## src/rtl/alu_reg_display.sv

```systemverilog
// alu_reg_display
//   Registered N-bit ALU whose latched result is shown in hex on a
//   time-multiplexed 4-digit 7-segment display. The flags go to LEDs.
//
//   Operands A/B and the opcode are captured from the shared data_in bus by
//   independent load strobes. updateRes latches ALU(A,B,Op) using the
//   register values held before that edge.
//
//   Optional feature: define ALU_EXT_OPS_EN to widen the opcode to 3 bits:
//     100 A^B, 101 ~(A|B), 110 A<<1, 111 A>>1 (logical).
//
// Parameters
//   N        operand/result width (>= 16; only the low 16 bits are displayed)
//   SCAN_DIV clocks per displayed digit before the scan advances
//
// Ports
//   clk        system clock, rising edge
//   reset      asynchronous active-low reset
//   load_A     capture data_in into A
//   load_B     capture data_in into B
//   load_Op    capture data_in[OPW-1:0] into the opcode register
//   updateRes  latch the ALU result and flags
//   data_in    shared operand/opcode bus
//   Segments   {g,f,e,d,c,b,a}, active-low
//   Anodes     digit enables, active-low, exactly one low
//   LEDs       {N,Z,C,V} of the latched result
module alu_reg_display #(
  parameter int N        = 16,
  parameter int SCAN_DIV = 1
) (
  input  logic         clk,
  input  logic         reset,
  input  logic         load_A,
  input  logic         load_B,
  input  logic         load_Op,
  input  logic         updateRes,
  input  logic [N-1:0] data_in,
  output logic [6:0]   Segments,
  output logic [3:0]   Anodes,
  output logic [3:0]   LEDs
);

`ifdef ALU_EXT_OPS_EN
  localparam int OPW = 3;
`else
  localparam int OPW = 2;
`endif
  localparam int CW = (SCAN_DIV > 1) ? $clog2(SCAN_DIV) : 1;

  logic [N-1:0]   a_q, b_q, res_q, res_d;
  logic [OPW-1:0] op_q;
  logic [3:0]     flags_q, flags_d;
  logic [CW-1:0]  scan_q;
  logic [1:0]     dig_q;
  logic           c_d, v_d;
  logic [N:0]     sum;
  logic [3:0]     nib;

  function automatic logic [6:0] hex_glyph(input logic [3:0] h);
    logic [6:0] g;
    case (h)
      4'h0: g = 7'b1000000;
      4'h1: g = 7'b1111001;
      4'h2: g = 7'b0100100;
      4'h3: g = 7'b0110000;
      4'h4: g = 7'b0011001;
      4'h5: g = 7'b0010010;
      4'h6: g = 7'b0000010;
      4'h7: g = 7'b1111000;
      4'h8: g = 7'b0000000;
      4'h9: g = 7'b0010000;
      4'hA: g = 7'b0001000;
      4'hB: g = 7'b0000011;
      4'hC: g = 7'b1000110;
      4'hD: g = 7'b0100001;
      4'hE: g = 7'b0000110;
      default: g = 7'b0001110;
    endcase
    return g;
  endfunction

  // ALU on the currently held registers; result is latched by updateRes.
  always_comb begin
    sum   = '0;
    res_d = '0;
    c_d   = 1'b0;
    v_d   = 1'b0;
    case (op_q)
      OPW'(0): begin
        // Subtract as A + ~B + 1 so carry-out means "no borrow" (A >= B).
        sum   = {1'b0, a_q} + {1'b0, ~b_q} + (N+1)'(1);
        res_d = sum[N-1:0];
        c_d   = sum[N];
        v_d   = (a_q[N-1] != b_q[N-1]) && (res_d[N-1] != a_q[N-1]);
      end
      OPW'(1): begin
        sum   = {1'b0, a_q} + {1'b0, b_q};
        res_d = sum[N-1:0];
        c_d   = sum[N];
        v_d   = (a_q[N-1] == b_q[N-1]) && (res_d[N-1] != a_q[N-1]);
      end
      OPW'(2): res_d = a_q | b_q;
      OPW'(3): res_d = a_q & b_q;
`ifdef ALU_EXT_OPS_EN
      OPW'(4): res_d = a_q ^ b_q;
      OPW'(5): res_d = ~(a_q | b_q);
      OPW'(6): begin
        res_d = {a_q[N-2:0], 1'b0};
        c_d   = a_q[N-1];
      end
      OPW'(7): begin
        res_d = {1'b0, a_q[N-1:1]};
        c_d   = a_q[0];
      end
`endif
      default: res_d = '0;
    endcase
    flags_d = {res_d[N-1], (res_d == '0), c_d, v_d};
  end

  always_ff @(posedge clk or negedge reset) begin
    if (!reset) begin
      a_q     <= '0;
      b_q     <= '0;
      op_q    <= '0;
      res_q   <= '0;
      flags_q <= '0;
      scan_q  <= '0;
      dig_q   <= '0;
    end else begin
      if (load_A)    a_q  <= data_in;
      if (load_B)    b_q  <= data_in;
      if (load_Op)   op_q <= data_in[OPW-1:0];
      if (updateRes) begin
        res_q   <= res_d;
        flags_q <= flags_d;
      end
      if (scan_q == CW'(SCAN_DIV - 1)) begin
        scan_q <= '0;
        dig_q  <= dig_q + 2'd1;
      end else begin
        scan_q <= scan_q + CW'(1);
      end
    end
  end

  // Anodes and Segments both derive from the registered digit index, so they
  // switch together and exactly one anode is ever low.
  always_comb begin
    case (dig_q)
      2'd0:    nib = res_q[3:0];
      2'd1:    nib = res_q[7:4];
      2'd2:    nib = res_q[11:8];
      default: nib = res_q[15:12];
    endcase
  end

  assign Anodes   = ~(4'b0001 << dig_q);
  assign Segments = hex_glyph(nib);
  assign LEDs     = flags_q;

endmodule

```

## config.mk

```make
export PLATFORM = sky130hd
export DESIGN_NAME = alu_reg_display
export DESIGN_NICKNAME = d
export VERILOG_FILES = /design/src/rtl/alu_reg_display.sv
export SDC_FILE = /design/constraint.sdc
export NUM_CORES = 1
export LEC_CHECK = 0
export ABC_AREA = 0
export CAP_MARGIN = 20
export CORE_MARGIN = 5
export CORE_UTILIZATION = 43
export DETAILED_ROUTE_END_ITERATION = 12
export PLACE_DENSITY = 0.61
export SLEW_MARGIN = 20
export SYNTH_ARGS = -nofsm -noshare
export SYNTH_HDL_FRONTEND = slang
export SYNTH_SLANG_ARGS = --single-unit
```

## constraint.sdc

```tcl
create_clock -name clk -period 9.4 [get_ports clk]
set_clock_uncertainty 0.1 [all_clocks]
set_input_delay 1.88 -clock clk [delete_from_list [all_inputs] [get_ports clk]]
set_output_delay 1.88 -clock clk [all_outputs]
set_load 0.05 [all_outputs]
```

==> results.json <==
{
  "outcome": "complete, no violations",
  "drt-pass1-iter-count": 6,
  "via_count_of_the_first_global_routing_pass": 3898,
  "cp_max_fo": 6,
  "place.detailed.hpwl_mm": 8.258,
  "synth_sequential_area_ratio": 0.2927,
  "syn_nets": 637,
  "clock_path_buffers": 2,
  "drt_iter0_markers": 264,
  "placementRows": 38,
  "final.setup.tns_ns": 0,
  "worst-slew-pin-transition_ns": 1.038,
  "ys_async_sr_fraction": 1.000,
  "groute.usage.overall": 0.1722,
  "mostFrequentLayoutCells": "inv_1 (62), nand2_1 (60), ha_1 (59), dfrtp_1 (55), o21ai_0 (50)",
  "worst_hold_path_type": "flop to flop",
  "via_per_inst": 5.592,
  "required_time_reported_for_the_critical_path_endpoint_ns": 7.42,
  "insertedDiodeCount": 0,
  "grt_start_max_net_pins": 56,
  "nFillCells": 1050,
  "finalCriticalPeriod_ns": 5.316,
  "maximum_vdd_ir_drop_mv": 0.1649,
  "coreArea_um2": 10790,
  "multi_input_gate_area_um2": 2973,
  "postCtsSetupRepairBufs": 0,
  "timing.setup.critical_path_class": "flop to primary output",
  "postSynthAreaPerCell_um2": 8.487,
  "detailedPlace.worstSlack_ns": 4.451,
  "cts_tree": "built",
  "stdcell_area_um2": 5230,
  "rsz0062_at_grt": "false",
  "finalWorstSetupSlack_ns": 4.084,
  "power.density_nw_per_um2": 173.2,
  "routabilityCongestion": 0.8759,
  "route.detailed.wl_per_inst_um": 15.00,
  "dieArea_um2": 13130,
  "cts_made_buffers": 5,
  "postRouteWirelength_mm": 10.72,
  "hold-worst-slack_ns": 0.4316,
  "number_of_warnings_reported_in_the_yosys_synthesis_log": 0,
  "finalSetupViolations": 0,
  "p_leak_uw": 0.002360,
  "placed_cell_area_um2": 5146,
  "commonest_non_fill_non_tap_cell_in_the_layout": "inv_1",
  "fin_cells": 715,
  "regArea_um2": 1376,
  "post-route-drc-count": 0,
  "crit_end_category": "primary output",
  "timing.slew.headroom": 0.3056,
  "worst_setup_path_start_kind": "flop",
  "slew_viol_final": 0,
  "worstPathCellList": "inv_1, ha_1, a222oi_1, mux2i_1, inv_1, ha_1, mux4_2, clkdlybuf4s50_1",
  "dp_cells": 707,
  "die_height_um": 114.6,
  "die-width_um": 114.6,
  "ys_seq_elements": 55,
  "hold_violations": 0,
  "cts_num_sinks": 55,
  "clock_tree.root_cell": "clkbuf_8",
  "antenna_found_initial": 0,
  "final_min_period_over_clock_period": 0.5656,
  "area.growth.synth_to_final_pct": 11.23,
  "max_clock_freq_mhz": 188.1,
  "routed-via-count": 3998,
  "synth_top_flop_cell": "dfrtp_1",
  "cp.arrival_ns": 3.34,
  "layout.nets": 657,
  "slowest_stage": "clkdlybuf4s50_1",
  "share_of_cells_above_drive_strength_1": 0.06783,
  "boundaryPins": 37,
  "synth-edff-count": 0,
  "grt_pass1_wl_mm": 18.56,
  "drt.antenna.violating_nets": 0,
  "netlist-cell-type-count": 69,
  "mappedNetlistArea_um2": 4702,
  "start_util": 0.4357,
  "cts.hold.buffers_added": 0,
  "cts.htree.levels": 2,
  "netlist_instances": 554,
  "max_stage_delay_ns": 0.71,
  "clkTransAtPathRegs_ns": 0.11,
  "insertion_delay_ns": 0.33,
  "globalRouteOverflowTotal": 0,
  "portBuffers": 36,
  "max-cap-violations": 0,
  "post_cts.resized_instances": 0
}
## state kept, by name, indices dropped and copies added (netlist names)
signal,flops
res_q,16
dig_q,2
b_q,16
LEDs,3
op_q,2
a_q,16
## through the flow
stage                     power, uW    util
final                         906.0  0.4846
after global routing          973.6  0.4846
after CTS                     915.2  0.4855
after detailed placement      766.7  0.4768
after global placement        757.2  0.4768
after floorplan               642.3       -
## report_power, final
| group | switching, uW | total, uW | internal (uW) | leakage [uW] |
|---|---|---|---|---|
| clock | 88.2 | 143 | 54.6 | 0.0000452 |
| combinational | 285 | 471 | 186 | 0.00165 |
| sequential | 22.3 | 293 | 270 | 0.000663 |
| total | 395 | 906 | 511 | 0.00236 |
## worst max-delay path: cells and delay by family, from the launching register on
| family | cells | cell delay, ns |
|---|---|---|
| flops | 1 | 0.43 |
| buf+inv | 3 | 1.02 |
| mux | 2 | 0.84 |
| compound gates | 1 | 0.13 |
| fa+ha+maj | 2 | 0.59 |
## cell type report
class                           count  area share
Clock buffer                        5     0.01316
Clock inverter                      3    0.004785
Inverter                           65     0.04665
Multi-Input combinational cell    408      0.5684
Sequential cell                    55      0.2632
Tap cell                          140     0.03349
Timing Repair Buffer               39     0.07033
## final timing paths
check                      slack (ns)  cells past startpoint                 start                    to
hold reg to reg                  0.43                      1  res_q[4]$_DFFE_PN0P_  res_q[4]$_DFFE_PN0P_
setup reg to reg                 5.64                     11    a_q[4]$_DFFE_PN0P_   LEDs[2]$_DFFE_PN0P_
max in group asynchronous        7.16                      2                 reset   b_q[12]$_DFFE_PN0P_
hold / removal                   0.43                      1  res_q[4]$_DFFE_PN0P_  res_q[4]$_DFFE_PN0P_
setup / recovery                 4.08                      8    dig_q[0]$_DFF_PN0_           Segments[3]
min in group asynchronous        1.56                      2                 reset    a_q[2]$_DFFE_PN0P_
## logic make-up (layout without fill, tap and decap cells)
family / Yosys count / count (layout) / synth area share
AO/OA/AOI/OAI: 156 / 156 / 0.2182
XOR/XNOR: 12 / 12 / 0.02235
adder cells (fa/ha/maj): 61 / 61 / 0.1655
buffers and inverters: 91 / 112 / 0.07504
flip-flops: 55 / 55 / 0.2927
multiplexers: 30 / 30 / 0.07690
AND/OR/NAND/NOR: 149 / 149 / 0.1493
## cells in the mapped netlist, types with 2 or more instances
cell type	instances	area share
inv_1	62	0.049
nand2_1	60	0.048
ha_1	59	0.16
dfrtp_1	55	0.29
o21ai_0	50	0.053
nor2_1	32	0.026
a21oi_1	29	0.031
clkbuf_1	20	0.016
mux2i_1	17	0.036
nor3_1	11	0.012
nand2b_1	10	0.013
mux2_2	9	0.022
nor2b_1	9	0.012
xnor2_1	9	0.017
a31oi_1	8	0.011
a211oi_1	7	0.011
a21o_1	7	0.011
o22ai_1	6	0.0080
o21bai_1	5	0.0080
mux4_2	4	0.019
nand3_1	4	0.0043
nand4_1	4	0.0053
o31ai_1	4	0.0064
a222oi_1	3	0.0064
a32o_1	3	0.0064
and2_1	3	0.0040
buf_1	3	0.0024
buf_4	3	0.0048
o21a_1	3	0.0048
or2_2	3	0.0040
xor2_1	3	0.0056
a2111oi_0	2	0.0037
a221oi_1	2	0.0037
a22oi_1	2	0.0032
a311o_1	2	0.0043
a311oi_1	2	0.0037
and3_1	2	0.0027
clkinv_1	2	0.0016
fa_1	2	0.0085
nor3b_1	2	0.0032
o211ai_1	2	0.0032
or3_1	2	0.0027
## layer usage
metal | global-route usage | part of all wire | vias to the layer above
li1 | - | - | 1974
met1 | 0.2380 | 0.48 | 1926
met2 | 0.2872 | 0.47 | 90
met3 | 0.02220 | 0.041 | 8
met4 | 0.03959 | 0.0098 | 0
met5 | 0 | 0 | -
No activity file was read; power rests on OpenSTA's default activity.
